[src/rtl/mem_burst_sram.sv]
// Single-port synchronous memory with byte-enable writes, fixed-length bursts
// and an RD_LAT-deep read pipeline with req_ready/rd_valid handshaking.
module mem_burst_sram #(
    parameter int ADDR_WIDTH = 4,
    parameter int DATA_WIDTH = 8,
    parameter int DEPTH      = 2 ** ADDR_WIDTH,
    parameter int RD_LAT     = 1,
    parameter int BURST_W    = 2
) (
    input  logic                    clk,
    input  logic                    reset_n,
    input  logic                    cs,
    input  logic                    op_en,
    input  logic                    wr_en,
    input  logic [ADDR_WIDTH-1:0]   addr_in,
    input  logic [DATA_WIDTH-1:0]   data_in,
    input  logic [DATA_WIDTH/8-1:0] byte_en,
    input  logic [BURST_W-1:0]      burst_len,
    output logic                    req_ready,
    output logic                    busy,
    output logic [DATA_WIDTH-1:0]   data_out,
    output logic                    rd_valid,
    output logic                    err
);

    localparam int NBYTES = DATA_WIDTH / 8;

    typedef enum logic [1:0] {IDLE, WR_BURST, RD_BURST} state_t;

    state_t                  state_q, state_d;
    logic [ADDR_WIDTH-1:0]   cur_addr_q, cur_addr_d;
    logic [BURST_W-1:0]      beats_left_q, beats_left_d;
    logic                    err_q, err_d;
    logic                    vld_q [RD_LAT];
    logic [DATA_WIDTH-1:0]   dat_q [RD_LAT];
    logic [DATA_WIDTH-1:0]   mem_q [DEPTH];

    logic                    req, addr_ok, we, issue;
    logic [ADDR_WIDTH-1:0]   acc_addr;

    // Bursts wrap at DEPTH, which need not be a power of two.
    function automatic logic [ADDR_WIDTH-1:0] next_addr(input logic [ADDR_WIDTH-1:0] a);
        if (32'(a) == 32'(DEPTH - 1)) return '0;
        return a + ADDR_WIDTH'(1);
    endfunction

    assign req     = cs && op_en;
    assign addr_ok = 32'(addr_in) < 32'(DEPTH);

    always_comb begin
        state_d      = state_q;
        cur_addr_d   = cur_addr_q;
        beats_left_d = beats_left_q;
        err_d        = 1'b0;
        we           = 1'b0;
        issue        = 1'b0;
        acc_addr     = cur_addr_q;
        case (state_q)
            IDLE: begin
                if (req && !addr_ok) begin
                    err_d = 1'b1;
                end else if (req) begin
                    acc_addr = addr_in;
                    we       = wr_en;
                    issue    = !wr_en;
                    if (burst_len != '0) begin
                        beats_left_d = burst_len;
                        cur_addr_d   = next_addr(addr_in);
                        state_d      = wr_en ? WR_BURST : RD_BURST;
                    end
                end
            end
            WR_BURST: begin
                if (req) begin
                    we           = 1'b1;
                    cur_addr_d   = next_addr(cur_addr_q);
                    beats_left_d = beats_left_q - BURST_W'(1);
                    if (beats_left_q == BURST_W'(1)) state_d = IDLE;
                end
            end
            RD_BURST: begin
                issue        = 1'b1;
                cur_addr_d   = next_addr(cur_addr_q);
                beats_left_d = beats_left_q - BURST_W'(1);
                if (beats_left_q == BURST_W'(1)) state_d = IDLE;
            end
            default: state_d = IDLE;
        endcase
    end

    always_ff @(posedge clk or negedge reset_n) begin
        if (!reset_n) begin
            state_q      <= IDLE;
            cur_addr_q   <= '0;
            beats_left_q <= '0;
            err_q        <= 1'b0;
            for (int unsigned i = 0; i < RD_LAT; i++) begin
                vld_q[i] <= 1'b0;
                dat_q[i] <= '0;
            end
        end else begin
            state_q      <= state_d;
            cur_addr_q   <= cur_addr_d;
            beats_left_q <= beats_left_d;
            err_q        <= err_d;
            for (int unsigned i = RD_LAT - 1; i > 0; i--) begin
                vld_q[i] <= vld_q[i-1];
                dat_q[i] <= dat_q[i-1];
            end
            // Array is sampled at issue, so a same-edge write is not visible.
            vld_q[0] <= issue;
            dat_q[0] <= issue ? mem_q[acc_addr] : '0;
        end
    end

    // Writes are gated by reset because the array itself is never reset.
    always_ff @(posedge clk) begin
        if (we && reset_n) begin
            for (int unsigned b = 0; b < NBYTES; b++) begin
                if (byte_en[b]) mem_q[acc_addr][8*b +: 8] <= data_in[8*b +: 8];
            end
        end
    end

    assign req_ready = (state_q == IDLE);
    assign busy      = (state_q != IDLE);
    assign err       = err_q;
    assign rd_valid  = vld_q[RD_LAT-1];
    assign data_out  = dat_q[RD_LAT-1];

endmodule

[config.mk]
export PLATFORM = sky130hd
export DESIGN_NAME = mem_burst_sram
export DESIGN_NICKNAME = d
export VERILOG_FILES = /design/src/rtl/mem_burst_sram.sv
export SDC_FILE = /design/constraint.sdc
export NUM_CORES = 1
export LEC_CHECK = 0
export ABC_AREA = 1
export CELL_PAD_IN_SITES_DETAIL_PLACEMENT = 1
export CELL_PAD_IN_SITES_GLOBAL_PLACEMENT = 1
export CORE_UTILIZATION = 44
export CTS_BUF_LIST = sky130_fd_sc_hd__clkbuf_8
export DETAILED_ROUTE_END_ITERATION = 6
export GPL_TIMING_DRIVEN = 1
export MAX_ROUTING_LAYER = met4
export PLACE_DENSITY = 0.79
export SYNTH_ARGS = -nofsm -noshare
export SYNTH_HDL_FRONTEND = slang
export SYNTH_SLANG_ARGS = --single-unit
[constraint.sdc]
create_clock -name clk -period 2.4 [get_ports clk]
set_input_delay 0.48 -clock clk [delete_from_list [all_inputs] [get_ports clk]]
set_output_delay 0.48 -clock clk [all_outputs]
set_load 0.1 [all_outputs]
==> metrics, run 1 <==
CORE AREA ~0.015 mm^2; CTS Buf Count 17; I/O Buffers 30; H-tree lvl count 4; Worst Path Required 2560 ps; Syn. warnings 0; Mapped Cells roughly 700; IO Count 32; commonest non-fill, non-tap cell in the layout nand2_1; number of fill cells 1651; cell taking the most area after synthesis edfxtp_1; Starting Density 0.455; delay of the slowest cell on the worst path about 400 ps; clk sinks roughly 150; Seq/Total Area, Yosys 0.641; Cell Rows between 40 and 50; DRT iter0 DRCs 307; syn_nets 730; Nets roughly 810; vias in the first global route 5377; clk_lat worst skew roughly 450 ps; endpoints failing setup 0; die area about 0.016 mm^2; main area contributors after synthesis edfxtp_1 58%, nand2_1 16%, dfrtp_1 6.4%, inv_1 6.1%, nand3_1 2.7%; most frequent cells in the layout 276 x nand2_1, 128 x edfxtp_1, 109 x inv_1; hold-fix buffers at CTS 0; routed vias between 5000 and 6000; Routed WL 18100 um; dpl hpwl roughly 13000 um; kind of end point of the critical path flip-flop; Final Instance Area between 0.007 and 0.008 mm^2; CTS tree done; remaining antenna violation count after routing 0; ant diodes 0; die height between 100 and 150 um; synthesized flop and latch total roughly 150; Core Util, Final 0.544; largest net degree at the start of global routing 49; share of layout cells above drive strength 1 0.137; FMAX between 400 and 500 MHz; die extent in x 125 um; CP Launch Type flip-flop; clk slew on worst S/H paths approximately 80 ps; clk buf depth 2; routed len/inst about 18 um; clk_skew 10.2 ps; Synth cell types 29; Pwr Density 1090 mW/mm^2; CP Cell Sequence inv_1 > ha_2 > nand3_4 > nand2_1 > nand2_1 > inv_2 > nand3_1 > buf_4 > nor2_2 > buf_4; HP Class in -> async; initial antenna violation count 0; Peak VDD IR 0.000489 V; RD Place Congestion between 0.8 and 0.9; CP max FO 8; Pins Over Slew Limit 0; area post-placement approximately 0.0075 mm^2; Final Cycle Share 0.956; RSZ-0062 raised after global routing no; critical path's slowest cell dfrtp_1; Final Hold Viols 0; DRC viols 0; Pre-Repair DR Iteration Count 7; Maximum Capacitance Violations 0; Mapped Area around 0.0067 mm^2; Power Total 8670 uW; Synth top area share 0.577; average size of a mapped cell around 9.5 um^2; All-Layer GR Usage 0.254; Leakage Power 0.00365 uW; area grow syn2layout 19.6%; final setup TNS 0 ps; first-pass GRT wire length about 29000 um; status complete, no violations; CP Class reg -> reg; Via density between 5 and 6; min Tclk post-route ~2300 ps; global route overflow 0; CTS root buf clkbuf_8; WP data arrival 2460 ps
## kinds of logic after synthesis
family | Yosys count | synth area share
AND/OR/NAND/NOR | 370 | 0.229
flip-flops | 145 | 0.641
buffers and inverters | 137 | 0.0802
AO/OA/AOI/OAI | 41 | 0.0338
adder cells (fa/ha/maj) | 7 | 0.0131
XOR/XNOR | 2 | 0.00263
other | 1 | 0.000563
## Yosys cell counts, drive strengths merged
cell type	count
clkinv	1
nand4	2
dfrtp	17
nor3	1
nor2	36
a31o	1
xor2	2
nand2	278
a21oi	5
inv	111
o21ai	28
conb	1
a31oi	1
nand3	37
a22oi	2
nand3b	16
clkbuf	13
ha	7
o31ai	3
o211ai	1
buf	12
edfxtp	128
## report_power, final
part,switching [uW],internal [uW]
Sequential,85.2,2870
Clock,884,1210
Combinational,2560,1060
## path summary, 6_finish.rpt
| path | startpoint | endpoint | slack, ps | cells after the start |
|---|---|---|---|---|
| max | state_q[1]$_DFFE_PN0P_ | mem_q[9][2]$_DFFE_PP_ | 100 | 10 |
| min | reset_n | state_q[0]$_DFFE_PN0P_ | 410 | 2 |
| max reg2reg | state_q[1]$_DFFE_PN0P_ | mem_q[9][2]$_DFFE_PP_ | 100 | 10 |
| min reg2reg | beats_left_q[1]$_DFFE_PN0P_ | beats_left_q[1]$_DFFE_PN0P_ | 490 | 2 |
| max in group asynchronous | reset_n | data_out[2]$_DFF_PN0_ | 1790 | 2 |
| min in group clk | beats_left_q[1]$_DFFE_PN0P_ | beats_left_q[1]$_DFFE_PN0P_ | 490 | 2 |
## registers in the layout (all words and copies together) (netlist names)
| register | flops |
|---|---|
| data_out | 8 |
| mem_q | 128 |
| cur_addr_q | 4 |
| beats_left_q | 2 |
| state_q | 2 |
| rd_valid | 1 |
## per-layer routing
layer  global-route usage  share of wire
met1                0.296           0.42
met4                0.110          0.027
met2                0.428           0.51
met3               0.0501          0.049
met5                    -              0
## worst max-delay path, delay by kind of cell, from the launching register on
| family | cells | cell delay (ps) |
|---|---|---|
| fa+ha+maj | 1 | 270 |
| buf+inv | 4 | 630 |
| simple gates | 5 | 680 |
| flops | 1 | 410 |
## cell type report
type / count / area (um^2) / share of cell area
clock buffers: 17 / 234 / 0.0294
clock inverters: 14 / 196 / 0.0247
inverters: 112 / 420 / 0.0528
multi-input cells: 421 / 1880 / 0.236
flip-flops and latches: 145 / 4270 / 0.536
well taps: 184 / 230 / 0.0289
repair buffers: 88 / 733 / 0.0920
## repair_timing
item / 4_1_cts / 5_1_grt
setup buffers: 0 / 0
pin swaps: 0 / 0
resized for setup: 3 / 2
setup endpoints to repair: 32 / 26
## metrics by stage
step,cells,setup slack (ps),hold slack (ps)
after detailed placement,950,-247,480
after floorplan,703,85.0,184
final,981,105,408
after global placement,950,-144,469
after global routing,981,5.49,422
after CTS,981,54.1,400
Note: power is estimated with default switching activity, not from simulation.
==> run 2: changes to the inputs <==
--- a/config.mk
+++ b/config.mk
@@ -8,12 +8,14 @@
 export ABC_AREA = 1
 export CELL_PAD_IN_SITES_DETAIL_PLACEMENT = 1
 export CELL_PAD_IN_SITES_GLOBAL_PLACEMENT = 1
-export CORE_UTILIZATION = 44
+export CORE_UTILIZATION = 47
 export CTS_BUF_LIST = sky130_fd_sc_hd__clkbuf_8
 export DETAILED_ROUTE_END_ITERATION = 6
-export GPL_TIMING_DRIVEN = 1
+export DONT_BUFFER_PORTS = 1
+export GPL_TIMING_DRIVEN = 0
 export MAX_ROUTING_LAYER = met4
-export PLACE_DENSITY = 0.79
+export PLACE_DENSITY = 0.8
+export SLEW_MARGIN = 10
 export SYNTH_ARGS = -nofsm -noshare
 export SYNTH_HDL_FRONTEND = slang
 export SYNTH_SLANG_ARGS = --single-unit
==> metrics, run 2 (same netlist as run 1, synthesis figures left out) <==
multi-input logic area 0.00216 mm^2 (+15%); worst path buffer plus inverter count 4 (unchanged); status complete, no violations; routed vias 4977 (-1.1%); Routed WL 18900 um (+4.9%); Pre-Repair DR Iteration Count 5 (-2); number of fill cells 1542 (-6.6%); kind of end point of the critical path flip-flop; Nets 771 (-5.0%); die area 0.0147 mm^2 (-6.3%); FMAX 419 MHz (-3.9%); CTS root buf clkbuf_8; critical path's slowest cell dfrtp_1; hold path endpoint mem_q[7][6]$_DFFE_PP_; ant diodes 0 (unchanged); RD Place Congestion 0.884 (+2.6%); Pins Over Slew Limit 0 (unchanged); die height 121 um (-3.2%); I/O Buffers 0 (-100%); CP top delay family simple AND/OR/NAND/NOR gates; global route overflow 0 (unchanged); CTS tree done; commonest non-fill, non-tap cell in the layout nand2_1; IO Count 32 (unchanged); Power Total 8870 uW (+2.3%); Via density 5.31 (+3.6%); Final Hold Viols 0 (unchanged); Maximum Capacitance Violations 0 (unchanged); Cell Rows 43 (-2.3%); dpl hpwl 12000 um (-4.9%); All-Layer GR Usage 0.283 (+0.0286); clk sinks 145 (unchanged); R2R depth 9 (-1); clk buf depth 2 (unchanged); RSZ-0062 raised after global routing yes; Final Cycle Share 0.995 (+0.0384); vias in the first global route 5316 (-1.1%); FF-to-FF End mem_q[14][2]$_DFFE_PP_; CP Class reg -> reg; CP Cell Sequence inv_2 > ha_4 > buf_8 > nand3_4 > o21ai_4 > inv_2 > nor2_4 > clkinvlp_4 > nor2_4; worst hold stages 0; endpoints failing setup 0 (unchanged); HP Class in -> reg; H-tree lvl count 4 (unchanged); largest net degree at the start of global routing 18 (-63%); Worst R2R Setup Slack 10 ps (-90 ps); Starting Density 0.480 (+0.0250); die extent in x 121 um (-3.2%); Leakage Power 0.00343 uW (-5.9%); initial antenna violation count 0 (unchanged); area post-placement 0.00689 mm^2 (-8.3%); Least-Margin Pin Slew around 900 ps; Rel. slew slack 0.401; DRC viols 0 (unchanged); Core Util, Final 0.568 (+0.0242); clk slew on worst S/H paths 100 ps (+20 ps); WP data arrival 2530 ps (+70 ps); area grow syn2layout 18.4%; clk_skew 18.5 ps (+8.30 ps); first-pass GRT wire length 28800 um (+0.77%); Seq. cell area 0.00427 mm^2 (unchanged); routed len/inst 20.2 um (+9.8%); max reg flops 128 (unchanged); min Tclk post-route 2390 ps (+92.2 ps); CP Launch Type flip-flop; delay of the slowest cell on the worst path 410 ps (about the same); most frequent cells in the layout 274 x nand2_1, 128 x edfxtp_1, 103 x inv_1; remaining antenna violation count after routing 0 (unchanged); Worst Hold Launch data_in[6]; DRT iter0 DRCs 298 (-2.9%); Peak VDD IR 0.000464 V (-5.1%); Biggest register mem_q; Final Instance Area 0.00789 mm^2 (-0.99%); CORE AREA 0.0139 mm^2 (-5.2%); CTS Buf Count 17 (unchanged); Reg2Reg Launch Point state_q[0]$_DFFE_PN0P_; Pwr Density 1120 mW/mm^2 (+3.4%); Worst Path Required 2540 ps (-20 ps); share of layout cells above drive strength 1 0.159 (+0.0218); clk_lat worst skew 470 ps (+20 ps); CP max FO 8 (unchanged)
-- run 2: worst max path at each step --
stage | cells past startpoint | from | to | slack (ps)
6_report | 9 | state_q[0]$_DFFE_PN0P_ | mem_q[14][2]$_DFFE_PP_ | 10
5_1_grt | 9 | state_q[0]$_DFFE_PN0P_ | mem_q[13][6]$_DFFE_PP_ | -70
4_1_cts | 14 | state_q[0]$_DFFE_PN0P_ | data_out[1]$_DFF_PN0_ | 1
3_5_place_dp | 8 | state_q[0]$_DFFE_PN0P_ | mem_q[1][1]$_DFFE_PP_ | -760
3_3_place_gp | 10 | state_q[0]$_DFFE_PN0P_ | mem_q[1][6]$_DFFE_PP_ | -700
2_1_floorplan | 9 | state_q[0]$_DFFE_PN0P_ | mem_q[5][0]$_DFFE_PP_ | 80
-- run 2: power breakdown --
part           total [uW]  internal (uW)  switching (uW)  leakage [uW]
logic                3660           1150            2510       0.00188
registers            3270           2860             406       0.00137
clock network        1940            930            1010      0.000187
-- run 2: repair_timing --
item,CTS,global route
hold buffers,1,0
hold endpoints to repair,17,0
gates cloned,0,1
setup endpoints to repair,137,136
pin swaps,19,13
setup buffers,12,8
resized for setup,78,28
-- run 2: layout make-up --
cell class,instances,area share
Sequential cell,145,0.541
Multi-Input combinational cell,421,0.274
Inverter,112,0.0549
Timing Repair Buffer,22,0.0305
Clock buffer,17,0.0297
Tap cell,180,0.0285
Buffer,25,0.0214
Clock inverter,15,0.0201
-- run 2: metrics by stage --
| stage | setup slack (ps) | instances | TNS (ps) | hold WS, ps |
|---|---|---|---|---|
| 4_1_cts | 1.42 | 928 | 0 | 87.5 |
| 2_1_floorplan | 85.0 | 703 | 0 | 184 |
| 6_report | 12.5 | 937 | 0 | 95.6 |
| 5_1_grt | -67.5 | 937 | -2200 | 78.0 |
| 3_3_place_gp | -698 | 883 | -63540 | 185 |
| 3_5_place_dp | -765 | 883 | -79450 | 185 |
-- run 2: worst register-to-register path, delay by kind of cell, from the launching register on --
family / cells / cell delay, ps
compound gates: 1 / 300
fa+ha+maj: 1 / 160
buf+inv: 4 / 570
flops: 1 / 410
simple gates: 3 / 630
-- run 2: layer usage --
metal	global-route usage	up-vias	wire length [um]
li1	-	2316	-
met1	0.327	2474	7670
met2	0.479	151	9740
met3	0.0583	36	1020
met4	0.119	0	505
met5	-	-	0
